**config.mk**
```make
export PLATFORM = sky130hd
export DESIGN_NAME = reg_file_sb
export DESIGN_NICKNAME = d
export VERILOG_FILES = /design/src/rtl/reg_file_sb.sv
export SDC_FILE = /design/constraint.sdc
export NUM_CORES = 2
export LEC_CHECK = 0
export BUFFER_PORTS_ARGS = -buffer_cell sky130_fd_sc_hd__buf_4
export CAP_MARGIN = 30
export CORE_MARGIN = 10
export CORE_UTILIZATION = 25
export CTS_CLUSTER_SIZE = 10
export DETAILED_ROUTE_END_ITERATION = 8
export PLACE_DENSITY = 0.44
export SYNTH_ARGS = -nofsm -noshare
export SYNTH_HDL_FRONTEND = slang
export SYNTH_SLANG_ARGS = --single-unit
```
**constraint.sdc**
```tcl
create_clock -name CLK -period 5.8 [get_ports CLK]
set_clock_uncertainty 0.1 [all_clocks]
set_input_delay 0.29 -clock CLK [delete_from_list [all_inputs] [get_ports CLK]]
set_output_delay 0.29 -clock CLK [all_outputs]
set_load 0.01 [all_outputs]
```
**src/rtl/reg_file_sb.sv**
```systemverilog
// reg_file_sb: byte-maskable register file with a per-register pending
// scoreboard. All state updates on the falling clock edge; reads, write
// bypass and busy status are combinational.
module reg_file_sb #(
  parameter int DATA_W   = 32,
  parameter int ADDR_W   = 5,
  parameter int ZERO_REG = 1
) (
  input  logic                CLK,
  input  logic                RST,
  input  logic                RegWre,
  input  logic [ADDR_W-1:0]   WriteReg,
  input  logic [DATA_W-1:0]   WriteData,
  input  logic [DATA_W/8-1:0] WrByteEn,
  input  logic [ADDR_W-1:0]   ReadReg1,
  input  logic [ADDR_W-1:0]   ReadReg2,
  output logic [DATA_W-1:0]   ReadData1,
  output logic [DATA_W-1:0]   ReadData2,
  input  logic                IssueWre,
  input  logic [ADDR_W-1:0]   IssueReg,
  output logic                Busy1,
  output logic                Busy2,
  output logic [ADDR_W:0]     PendCount
);

  localparam int DEPTH  = 1 << ADDR_W;
  localparam int NBYTES = DATA_W / 8;
  localparam bit HAS_ZERO = (ZERO_REG != 0);

  logic [DATA_W-1:0] regs_q [DEPTH];
  logic [DEPTH-1:0]  pend_q;
  logic [DEPTH-1:0]  pend_d;
  logic [ADDR_W:0]   pend_cnt_q;
  logic [ADDR_W:0]   pend_cnt_d;

  logic              wr_ok;
  logic              is_ok;
  logic              cnt_inc;
  logic              cnt_dec;
  logic [DATA_W-1:0] wr_old;
  logic [DATA_W-1:0] wr_merged;
  logic [ADDR_W-1:0] rd_addr [2];
  logic [DATA_W-1:0] rd_data [2];
  logic [1:0]        rd_busy;

  // Writes/issues are suppressed during reset and for a hardwired zero register.
  assign wr_ok = RegWre   && RST && !(HAS_ZERO && (WriteReg == '0));
  assign is_ok = IssueWre && RST && !(HAS_ZERO && (IssueReg == '0));

  assign wr_old = regs_q[WriteReg];

  genvar gi;

  // Byte-level merge of new data over the current contents of the target.
  generate
    for (gi = 0; gi < NBYTES; gi++) begin : g_merge
      assign wr_merged[gi*8 +: 8] = WrByteEn[gi] ? WriteData[gi*8 +: 8] : wr_old[gi*8 +: 8];
    end
  endgenerate

  assign rd_addr[0] = ReadReg1;
  assign rd_addr[1] = ReadReg2;

  // Read ports: zero register, then same-cycle write bypass, then storage.
  generate
    for (gi = 0; gi < 2; gi++) begin : g_rd
      always_comb begin
        rd_data[gi] = regs_q[rd_addr[gi]];
        if (HAS_ZERO && (rd_addr[gi] == '0)) begin
          rd_data[gi] = '0;
        end else if (wr_ok && (WriteReg == rd_addr[gi])) begin
          rd_data[gi] = wr_merged;
        end
      end
      assign rd_busy[gi] = pend_q[rd_addr[gi]] && !(wr_ok && (WriteReg == rd_addr[gi]));
    end
  endgenerate

  assign ReadData1 = rd_data[0];
  assign ReadData2 = rd_data[1];
  assign Busy1     = rd_busy[0];
  assign Busy2     = rd_busy[1];
  assign PendCount = pend_cnt_q;

  // Register storage: one falling-edge register per entry with async clear.
  generate
    for (gi = 0; gi < DEPTH; gi++) begin : g_regs
      always_ff @(negedge CLK or negedge RST) begin
        if (!RST) begin
          regs_q[gi] <= '0;
        end else if (wr_ok && (WriteReg == ADDR_W'(gi))) begin
          regs_q[gi] <= wr_merged;
        end
      end
    end
  endgenerate

  // Next pending vector: clear by write first, so a same-edge issue wins.
  always_comb begin
    pend_d = pend_q;
    if (wr_ok) pend_d[WriteReg] = 1'b0;
    if (is_ok) pend_d[IssueReg] = 1'b1;
  end

  // Count deltas only on real state changes of the targeted bits.
  always_comb begin
    cnt_inc    = is_ok && !pend_q[IssueReg];
    cnt_dec    = wr_ok && pend_q[WriteReg] && !(is_ok && (IssueReg == WriteReg));
    pend_cnt_d = pend_cnt_q;
    if (cnt_inc && !cnt_dec) begin
      pend_cnt_d = pend_cnt_q + 1'b1;
    end else if (cnt_dec && !cnt_inc) begin
      pend_cnt_d = pend_cnt_q - 1'b1;
    end
  end

  // Scoreboard state and its running population count.
  always_ff @(negedge CLK or negedge RST) begin
    if (!RST) begin
      pend_q     <= '0;
      pend_cnt_q <= '0;
    end else begin
      pend_q     <= pend_d;
      pend_cnt_q <= pend_cnt_d;
    end
  end

endmodule

```
==> metrics.txt <==
# TYPE chip_impl_metric gauge
chip_impl_metric{name="syn_area_per_cell",unit="µm²"} 12.2
chip_impl_metric{name="timing.final.ws_setup",unit="ns"} -0.401
chip_impl_metric{name="first_global_vias",unit=""} 55941
chip_impl_metric{name="finalWeightedCongestion",unit=""} 0.840
chip_impl_metric{name="standard_cell_row_count",unit=""} 190
chip_impl_metric{name="fp.dieH",unit="µm"} 539
chip_impl_info{name="status",value="complete, but fails checks"} 1
chip_impl_metric{name="grt_overflow",unit=""} 0
chip_impl_metric{name="dp.cells",unit=""} 9079
chip_impl_info{name="r2r_end",value="PendCount[5]$_DFFE_NN0P_"} 1
chip_impl_metric{name="reg2reg_slack",unit="ns"} 2.30
chip_impl_metric{name="tritoncts.num_buffers",unit=""} 143
chip_impl_metric{name="cp_data_required_time",unit="ns"} 5.41
chip_impl_metric{name="netlist_instances",unit=""} 5523
chip_impl_metric{name="avgViaCountPerCell",unit=""} 5.69
chip_impl_info{name="violations_in_the_final_reports",value="setup timing"} 1
chip_impl_metric{name="cts.path.max_buffers",unit=""} 4
chip_impl_metric{name="final_layout_size_suffix_gt1_share",unit="%"} 43.2
chip_impl_info{name="reg2reg_from",value="pend_q[22]$_DFF_NN0_"} 1
chip_impl_metric{name="synth_top_area_share",unit="%"} 39.4
chip_impl_metric{name="gr-usage-all-layers",unit="%"} 19.7
chip_impl_metric{name="detail-route-antenna-nets",unit=""} 0
chip_impl_metric{name="worst_slew_pin_slew",unit="ns"} 1.14
chip_impl_info{name="synth_area_leaders",value="dfrtn_1 (39%), mux4_2 (22%), mux2_2 (6.7%), mux2i_1 (5.0%), a22o_1 (3.3%)"} 1
chip_impl_metric{name="yosys.cell_types.count",unit=""} 80
chip_impl_info{name="worstSetupStartpointType",value="flop"} 1
chip_impl_info{name="min_path_type",value="flop to flop"} 1
chip_impl_metric{name="worst_r2r_path_depth",unit=""} 14
chip_impl_metric{name="power_density",unit="nW/µm²"} 293
chip_impl_metric{name="synthAdderAreaFrac",unit="%"} 0.141
chip_impl_metric{name="fp.coreArea",unit="µm²"} 268000
chip_impl_metric{name="routedWlPerCell",unit="µm"} 31.6
chip_impl_metric{name="ir_worst_vdd",unit="mV"} 0.178
chip_impl_info{name="crit_start",value="regs_q[855]$_DFFE_NN0P_"} 1
chip_impl_metric{name="design_area",unit="µm²"} 84500
chip_impl_metric{name="multi_input_area",unit="µm²"} 40100
chip_impl_info{name="clock_tree_from_tritoncts",value="built"} 1
chip_impl_info{name="postSynth.topFlopCell",value="dfrtn_1"} 1
chip_impl_metric{name="synth_area",unit="µm²"} 67400
chip_impl_metric{name="design.portCount",unit=""} 132
chip_impl_metric{name="layout.area.seq",unit="µm²"} 26600
chip_impl_metric{name="wire_length_of_the_first_global_routing_pass",unit="mm"} 425
chip_impl_info{name="grt_setup_unrepaired",value="yes"} 1
chip_impl_metric{name="initial_core_util",unit="%"} 25.1
chip_impl_metric{name="synth_compound_gate_area_share",unit="%"} 13.2
chip_impl_metric{name="areaGrowthSynthToFinish",unit="%"} 25.3
chip_impl_metric{name="synth_edf_count",unit=""} 0
chip_impl_info{name="worstSetupEndpointType",value="output port"} 1
chip_impl_metric{name="final-setup-viol-count",unit=""} 59
chip_impl_metric{name="fin_setup_tns",unit="ns"} -8.31
chip_impl_metric{name="number_of_warnings_printed_during_yosys_synthesis",unit=""} 0
chip_impl_metric{name="power_leakage",unit="nW"} 35.8
chip_impl_metric{name="die_width",unit="µm"} 539
chip_impl_metric{name="clock_pin_slew_reported_for_the_worst_setup_and_hold_paths_after_clock_tree_synthesis",unit="ns"} 0.04
chip_impl_info{name="synth_largest_area_cell",value="dfrtn_1"} 1
chip_impl_info{name="synth.top_cells.by_count",value="dfrtn_1 (1062), mux4_2 (644), nand2_1 (474)"} 1
chip_impl_metric{name="syn-num-nets",unit=""} 5590
chip_impl_metric{name="wl",unit="mm"} 301
chip_impl_metric{name="num-fill-cells",unit=""} 26962
chip_impl_metric{name="report.final.slew_viol_count",unit=""} 0
chip_impl_metric{name="final_cell_count_no_fill",unit=""} 9543
chip_impl_metric{name="critPathMaxFanout",unit=""} 3
chip_impl_metric{name="detailed_route_iter0_violations",unit=""} 5578
chip_impl_metric{name="drtPass1Iterations",unit=""} 6
chip_impl_info{name="worstHoldStart",value="regs_q[999]$_DFFE_NN0P_"} 1
chip_impl_metric{name="async_flop_share",unit="%"} 100
chip_impl_info{name="endpoint",value="ReadData2[23]"} 1
chip_impl_metric{name="cts_sinks",unit=""} 1062
chip_impl_metric{name="htree_num_levels",unit=""} 4
chip_impl_info{name="combinational_family_with_the_most_area_after_synthesis",value="multiplexers"} 1
chip_impl_metric{name="worstPathArrival",unit="ns"} 5.81
chip_impl_metric{name="slew-limit-headroom",unit="%"} 24.1
chip_impl_info{name="clock_tree.root_cell",value="clkbuf_16"} 1
chip_impl_metric{name="share_of_the_synthesized_netlist_area_taken_by_xor_and_xnor_gates",unit="%"} 0.234
chip_impl_metric{name="total_power",unit="W"} 0.0247
chip_impl_metric{name="insertion_delay",unit="ns"} 0.81
chip_impl_metric{name="dp_hpwl",unit="mm"} 190
chip_impl_metric{name="timing.max_cap.violations",unit=""} 0
chip_impl_metric{name="fp.dieArea",unit="µm²"} 291000
chip_impl_info{name="synthMostInstantiatedCell",value="dfrtn_1"} 1
chip_impl_metric{name="final_hold_violation_count",unit=""} 0
chip_impl_metric{name="holdBufCountCts",unit=""} 0
chip_impl_metric{name="grt_max_degree",unit=""} 161
chip_impl_metric{name="place.port_buffers",unit=""} 131
chip_impl_info{name="critical_path_class",value="flop to output port"} 1
chip_impl_metric{name="grt_antenna_before_repair",unit=""} 10
chip_impl_metric{name="vias",unit=""} 54293
chip_impl_metric{name="synth-seq-area-share",unit="%"} 39.4
chip_impl_metric{name="nets",unit=""} 5980
chip_impl_metric{name="fraction_of_the_mapped_netlist_area_in_simple_logic_gates",unit="%"} 7.59
chip_impl_metric{name="yosys_reg_bits",unit=""} 1062
chip_impl_metric{name="total_drc_errors_in_the_routed_layout",unit=""} 0
chip_impl_metric{name="post_synth_mux_area_share",unit="%"} 34.4
chip_impl_metric{name="placement.cell_area",unit="µm²"} 75800
worst min path at each step:
stage                               endpoint  slack (ns)  cells after the start
global placement     regs_q[999]$_DFFE_NN0P_        0.25                      0
floorplan            regs_q[999]$_DFFE_NN0P_        0.32                      1
detailed placement   regs_q[995]$_DFFE_NN0P_        0.27                      0
finish               regs_q[999]$_DFFE_NN0P_        0.26                      0
global route        regs_q[1007]$_DFFE_NN0P_        0.27                      0
CTS                 regs_q[1003]$_DFFE_NN0P_        0.27                      0
critical path, cell delays in order, from the launching register on:
cell,delay (ns)
dfrtn_1,0.37
buf_4,0.16
mux4_2,0.46
mux4_2,0.61
nor2_2,0.13
o22ai_1,0.09
buf_4,0.18
buf_6,0.12
where the power goes:
part	leakage [nW]	internal, W	switching, W	total, W
clock network	2.04	0.00487	0.00351	0.00838
registers	14.0	0.00868	0.00115	0.00983
logic	19.7	0.00348	0.00304	0.00653
total	35.8	0.0170	0.00771	0.0247
kinds of logic after synthesis:
group           Yosys count
simple gates           1123
mux                    1444
compound gates         1206
fa+ha+maj                 7
flops                  1062
buf+inv                 663
xor+xnor                 18
per-stage QoR:
stage | setup WS (ns) | util, % | hold WS, ns
6_report | -0.401 | 31.5 | 0.264
5_1_grt | -0.421 | 31.5 | 0.274
4_1_cts | -0.465 | 31.1 | 0.266
3_5_place_dp | -0.416 | 28.3 | 0.266
3_3_place_gp | -0.465 | 28.3 | 0.252
2_1_floorplan | -0.645 | - | 0.318
what timing repair did:
item	4_1_cts	5_1_grt
cloned	0	9
setup endpoints to repair	66	90
pin swaps	218	103
setup buffers	222	56
gates resized for setup	444	90
flip-flops by register name, summed over array words and instances (netlist names):
name and flops:
pend_q 32, PendCount 6, regs_q 1024
layout by cell type, fill, tap and decap left out, drive strengths merged, types with 60 or more instances in the layout:
cell    count
a21oi      91
a221oi     60
a22o      256
a22oi     108
buf       889
clkbuf    211
dfrtn    1062
mux2      458
mux2i     336
mux4      650
nand2     474
nand3      86
nor2      295
nor2b      71
o21ai     189
o22ai      96
o31ai     243
metal layers:
metal	vias to the layer above	GRT usage, %	part of all wire (%)	wire [µm]
li1	22355	-	-	-
met1	28914	25.9	41	125000
met2	2443	31.2	46	140000
met3	579	3.78	7.2	21600
met4	2	9.70	5.1	15400
met5	-	0	0.0043	13
cell type report:
type / count / share of cell area, %
antenna: 7 / 0.0207
clock buffer: 201 / 4.77
clock inverter: 15 / 0.169
inverter: 9 / 0.0474
multi-input combinational: 3798 / 47.4
sequential: 1062 / 31.5
tap: 3552 / 5.26
timing repair buffer: 899 / 10.9
No activity file was read; power rests on OpenSTA's default activity.
